File: config.mk
export PLATFORM = sky130hd
export DESIGN_NAME = reg_scoreboard
export DESIGN_NICKNAME = d
export VERILOG_FILES = /design/src/rtl/rv_core_pkg.sv /design/src/rtl/onehot_decoder.sv /design/src/rtl/reg_scoreboard.sv
export SDC_FILE = /design/constraint.sdc
export NUM_CORES = 1
export LEC_CHECK = 0
export ABC_AREA = 0
export BUFFER_PORTS_ARGS = -buffer_cell sky130_fd_sc_hd__buf_2
export CAP_MARGIN = 25
export CORE_ASPECT_RATIO = 1.75
export CORE_UTILIZATION = 35
export DETAILED_ROUTE_END_ITERATION = 16
export SKIP_LAST_GASP = 1
export SLEW_MARGIN = 30
export SYNTH_ARGS = -nofsm -noshare
export SYNTH_HDL_FRONTEND = slang
export SYNTH_SLANG_ARGS = --single-unit
File: constraint.sdc
create_clock -name clk -period 5.8 [get_ports clk]
set_input_delay 0.29 -clock clk [delete_from_list [all_inputs] [get_ports clk]]
set_output_delay 0.29 -clock clk [all_outputs]
set_load 0.005 [all_outputs]
File: src/rtl/rv_core_pkg.sv
// Shared core definitions: register address width, address type and the
// register-count derivation used by the issue-stage scoreboard.
package rv_core_pkg;

    localparam int unsigned REG_ADDR_W = 5;

    typedef logic [REG_ADDR_W-1:0] reg_addr_t;

    // Number of architectural registers addressed by a w-bit index
    function automatic int unsigned nreg(input int unsigned w);
        return 32'd1 << w;
    endfunction

endpackage

File: src/rtl/onehot_decoder.sv
// Parametrised binary-to-one-hot decoder; all-zero output when en is low.
module onehot_decoder #(
    parameter int unsigned IN_W = 5
) (
    input  logic                 en,
    input  logic [IN_W-1:0]      in,
    output logic [2**IN_W-1:0]   out
);

    // Single hot bit at position in, only while enabled
    always_comb begin
        out = '0;
        if (en) begin
            out[in] = 1'b1;
        end
    end

endmodule

File: src/rtl/reg_scoreboard.sv
// Register-busy scoreboard for the issue stage: tracks in-flight writes,
// answers RAW queries with writeback bypass and stalls WAW issues.
// Optional feature macro: X0_HARDWIRED_EN (register 0 is never tracked).
module reg_scoreboard
    import rv_core_pkg::*;
#(
    parameter  int unsigned ADDR_W = REG_ADDR_W,
    parameter  int unsigned NQ     = 2,
    localparam int unsigned NREG   = nreg(ADDR_W)
) (
    input  logic                 clk,
    input  logic                 rst,
    input  logic                 issue_valid,
    input  logic [ADDR_W-1:0]    issue_rd,
    output logic                 issue_ready,
    input  logic                 wb_valid,
    input  logic [ADDR_W-1:0]    wb_rd,
    input  logic                 flush,
    input  logic [NQ*ADDR_W-1:0] q_rs,
    output logic [NQ-1:0]        q_busy,
    output logic [NREG-1:0]      busy_vec,
    output logic                 wb_err
);

    logic [NREG-1:0] busy_q, busy_d;
    logic            wb_err_q, wb_err_d;
    logic [NREG-1:0] set_oh, clr_oh;
    logic            issue_fire;
    logic            set_en;
    logic            wb_stray;

    assign issue_fire = issue_valid && issue_ready;

`ifdef X0_HARDWIRED_EN
    assign set_en   = issue_fire && (issue_rd != '0);
    assign wb_stray = wb_valid && !flush && !busy_q[wb_rd] && (wb_rd != '0);
`else
    assign set_en   = issue_fire;
    assign wb_stray = wb_valid && !flush && !busy_q[wb_rd];
`endif

    onehot_decoder #(.IN_W(ADDR_W)) u_set_dec (
        .en  (set_en),
        .in  (issue_rd),
        .out (set_oh)
    );

    onehot_decoder #(.IN_W(ADDR_W)) u_clr_dec (
        .en  (wb_valid),
        .in  (wb_rd),
        .out (clr_oh)
    );

    // Issue handshake: stall on a pending write unless it retires this cycle
    always_comb begin
        issue_ready = 1'b0;
        if (!flush) begin
            issue_ready = !busy_q[issue_rd] || (wb_valid && (wb_rd == issue_rd));
        end
    end

    // RAW query per source port, bypassing a register retiring this cycle
    always_comb begin
        q_busy = '0;
        for (int unsigned k = 0; k < NQ; k++) begin
            q_busy[k] = busy_q[q_rs[k*ADDR_W +: ADDR_W]] &&
                        !(wb_valid && (wb_rd == q_rs[k*ADDR_W +: ADDR_W]));
        end
    end

    // Next state: flush wins, else clear then set so a same-cycle reissue stays busy
    always_comb begin
        busy_d   = (busy_q & ~clr_oh) | set_oh;
        wb_err_d = wb_err_q | wb_stray;
        if (flush) begin
            busy_d = '0;
        end
`ifdef X0_HARDWIRED_EN
        busy_d[0] = 1'b0;
`endif
    end

    // State registers
    always_ff @(posedge clk or posedge rst) begin
        if (rst) begin
            busy_q   <= '0;
            wb_err_q <= 1'b0;
        end else begin
            busy_q   <= busy_d;
            wb_err_q <= wb_err_d;
        end
    end

    assign busy_vec = busy_q;
    assign wb_err   = wb_err_q;

endmodule
# After elaboration in Yosys (flattened, before gate mapping)
# Index checks and enable logic that the tools add are counted.
# classes
n_bitwise	4
n_shift	0
n_div	0
order_cmp	6
reduce_logical	16
muxes	16
multipliers	0
add_sub_neg	0
eq_ne	3
# op_table
op	count
$mux 32	3
$and 32x32->32	1
$not 32->32	1
$or 32x32->32	1
$lt 5x6->1 const B	4
$bmux 1 s5	4
$eq 5x5->1	3
$demux 1 s5	2
$ge 5x1->1 const B	2
$logic_and 1x1->1	10
$mux 1	7
$logic_not 1->1	5
$logic_or 1x1->1	1
$or 1x1->1	1
# word_totals
latch_bits	0
reg_bits	33
mem_bits_rw	0
romBits	0
elab_cells	47
n_memories	0

# Depth between registers and ports, before layout
# logic_depth
ltp_word	9
depth_mapped	8
depth_no_buf	5

# Modules after synthesis
# A second synthesis with hierarchy kept.
# hier_totals
hier_cells	340
hier_area_um2	3022.9
# by_module_without_submodules
mod	cells_per_inst	n_inst	area_each_um2
reg_scoreboard	246	1	2562.5
onehot_decoder	47	2	230.2

# Worst setup path before layout
# OpenSTA, ideal clock, no wires.
# synth_timing
kind	input port to output port
start	input q_rs[0]
end	output q_busy[0]
path_slack_ns	3.691
t_required_ns	5.510
t_arrival_ns	1.819
path_stages	5
path_cell_list	clkbuf_1 -> mux4_2 -> mux4_2 -> mux2i_1 -> a31oi_1
# synth_via
elab_chain_len	4
word_cells_on_any_way	6
# synth_rtl
element	line_no	rtl
start, declared	reg_scoreboard.sv:19	input logic [NQ*ADDR_W-1:0] q_rs,
branches (longest 3 deep; another with $bmux 1 s5)	--	
$logic_and 1x1->1 (*)	reg_scoreboard.sv:66	q_busy[k] = busy_q[q_rs[k*ADDR_W +: ADDR_W]] &&
end, declared	reg_scoreboard.sv:20	output logic [NQ-1:0] q_busy,
# Mark *: on every way between the ends. The select of a mux whose other input is x is not followed.

# Worst setup path in the final report
# layout_timing
start	input issue_rd[0]
end	output issue_ready
# layout_via
elab_chain_len	5
word_cells_on_any_way	7
# layout_rtl
element	line_no	rtl
start, declared	reg_scoreboard.sv:14	input logic [ADDR_W-1:0] issue_rd,
$bmux 1 s5	reg_scoreboard.sv:58	issue_ready = !busy_q[issue_rd] || (wb_valid && (wb_rd == issue_rd));
$mux 1 (not written as such)	reg_scoreboard.sv:58	
$logic_not 1->1	reg_scoreboard.sv:58	
$logic_or 1x1->1 (*)	reg_scoreboard.sv:58	
$mux 1 (*)	reg_scoreboard.sv:57	if (!flush) begin
end, declared	reg_scoreboard.sv:15	output logic issue_ready,
# Every way passes the cells marked *; elsewhere a longest branch is shown, timed or not. The select of a mux whose other input is x is not followed.

==> flow_summary.toml <==
[drt]
vias = 2812
drcViolationCount = 0
drt-met1-wl_um = 3604
routed_wl_um = 10340
avgViaCountPerCell = 5.983
antenna_left = 0
first_pass_iters = 4
wl_met2_um = 5281
wl_met3_um = 780
highest_layer = "met4"
drtIter0Drc = 284
wire_per_inst_um = 21.99

[setup_path]
crit_arrival_ps = 2140
crit_end = "issue_ready"
critPathCaptureType = "primary output"
crit_required_ps = 5510
path_class = "input pin to primary output"
r2r_cells = 5
rrSetupSlack_ps = 3520
startpoint_type = "input pin"
regToRegStartpoint = "busy_vec[16]"
startpoint = "issue_rd[0]"
r2r-end = "busy_vec[11]"
worstPathMaxFanout = 23

[cts]
clk_pin_slew_worst_paths_ps = 50
cts_buffers = 5
cts_buffer_depth = 2
root_buffer = "clkbuf_16"
cts_tree = "built"
h-tree-depth = 2
hold_buffers = 0
post_cts_buffers = 0
cts_resized = 0
clock_latency_ps = 280
clock_sink_count = 33

[logic_synthesis]
syn_avg_cell_area_um2 = 9.629
async_flop_share_pct = 100.0
yosysWarnings = 0
ys_seq_area_share_pct = 27.49
yosysUniqueCellTypes = 44
synth_ff_type = "dfrtp_1"
synth_area_um2 = 3004
synth-edff-count = 0
ys_seq_elements = 33
syn_inst = 312
syn-num-nets = 337

[placed_design]
hpwl_um = 7707
io_buffers = 60
dp_cells = 462
gp_congestion = 0.9582

[global_route]
grt_max_degree = 36
grt_pass1_wl_um = 15570
grt_pass1_vias = 2735
overflow = 0
antenna_found_initial = 0
track_usage_pct = 24.02

[die]
die_w_um = 72.04
core_area_um2 = 8313
dieHeight_um = 124.6
io_pins = 61
initial_core_util_pct = 36.14
std_cell_rows = 44
dieArea_um2 = 8973

[hold_path]
hold_path.class = "input pin to async pin"

[power]
p_leak_nw = 1.428
p_int_mw = 0.4331
pwr-share-seq_pct = 39.9
power_density_nw_per_um2 = 173.0
power_frac_comb_pct = 17.4
p_switching_mw = 0.1666
sw_frac_of_total_pct = 27.78
power_frac_clock_pct = 42.7
vdd_drop_max_uv = 111.2

[timing]
hold_viol_final = 0
fin_worst_skew_ps = 3.313
setup_viol = 0
worstMarginPinSlew_ps = 885.9
whs_ps = 87.40
max_freq_ghz = 0.4122
slew_headroom_pct = 40.94
setup_tns_ps = 0
fin_crit_sh_pct = 41.83
finalCriticalPeriod_ps = 2426
slew_viol_final = 0
rsz0062_at_grt = "false"

[layout]
nets = 379
diodes = 0
fin_util_pct = 41.71
final_common_cell = "buf_2"
final_cells = 470
layout-drive-gt1-share_pct = 27.89
area_growth_pct = 15.41
final_cell_mix = "60 x buf_2, 48 x o21ai_0, 33 x dfrtp_1, 27 x nand2_1, 26 x mux2i_1"

[run_status]
status = "complete, no violations"

[flow_run]
max_cap_violations = 0
-- final cells by class --
type                    count  area [µm²]
clock buffers               8       136.4
fillers                   822        4846
inverters                   3       11.26
multi-input cells         250        2042
flip-flops and latches     33       825.8
well taps                 115       143.9
repair buffers             61       307.8
-- power by group through the flow --
stage	clock network, mW	registers (mW)	logic [mW]
detailed placement	0	0.243	0.104
CTS	0.259	0.239	0.104
global route	0.266	0.239	0.113
global placement	0	0.243	0.103
floorplan	0	0.240	0.0753
finish	0.256	0.239	0.104
-- kinds of logic (layout without fill, tap and decap cells) --
family	after synthesis	after routing	share of synthesized area, %
AND/OR/NAND/NOR	112	112	22.07
AO/OA/AOI/OAI	72	72	14.12
multiplexers	51	51	27.41
flip-flops	33	33	27.49
buffers and inverters	29	72	4.540
XOR/XNOR	15	15	4.373
-- through the flow --
step / worst slack [ps] / instance area, µm² / total power, mW
3_3_place_gp: 3209 / 3331 / 0.3462
6_report: 3374 / 3467 / 0.5997
2_1_floorplan: 3691 / 3004 / 0.3157
4_1_cts: 3377 / 3467 / 0.6026
3_5_place_dp: 3203 / 3331 / 0.3468
5_1_grt: 3216 / 3467 / 0.6181
-- registers in the layout, indices dropped and copies added, names as in the netlist --
register  count
busy_vec     32
wb_err        1
-- critical path, cell delays in order --
cell and delay [ps]:
buf_2 430, mux2i_1 350, o32ai_1 160, a211oi_1 430
nand4b_1 160, a21oi_1 170, buf_2 140
-- layer usage --
layer / track usage (%) / up-vias
met2: 40.90 / 140
met3: 4.126 / 37
met4: 17.07 / 0
met1: 26.16 / 1372
met5: 0 / -
li1: - / 1263
-- synth_stat cells (2+ instances only) --
master	instances	area, µm²
nor3b_1	5	37.54
nand3b_1	21	157.7
nand4b_1	3	26.28
nand2_1	27	101.4
dfrtp_1	33	825.8
or3b_2	3	26.28
buf_2	4	20.02
mux4_2	25	563.0
a2111oi_0	2	17.52
o22ai_1	3	18.77
o31ai_1	3	22.52
o32ai_1	3	26.28
nand3_1	4	20.02
buf_1	3	11.26
nor2_1	7	26.28
a21oi_1	3	15.01
or2_2	4	25.02
o21ai_0	48	240.2
nor4_1	3	18.77
mux2i_1	26	260.3
nor3_1	6	30.03
clkbuf_1	16	60.06
nand2b_1	4	25.02
a31oi_1	2	12.51
a32oi_1	3	26.28
or3_1	2	12.51
inv_1	3	11.26
xnor2_1	7	61.31
xor2_1	8	70.07
nor2b_1	17	106.4
-- how the worst min path moves through the flow --
| stage | from | to | slack [ps] | cells past startpoint |
|---|---|---|---|---|
| after global routing | rst | busy_vec[8] | 140 | 3 |
| after CTS | rst | busy_vec[29] | 100 | 3 |
| final | rst | busy_vec[29] | 90 | 3 |
| after global placement | rst | wb_err | 400 | 3 |
| after detailed placement | rst | busy_vec[29] | 400 | 3 |
| after floorplan | rst | busy_vec[0] | 420 | 1 |
No activity file was read; power rests on OpenSTA's default activity.
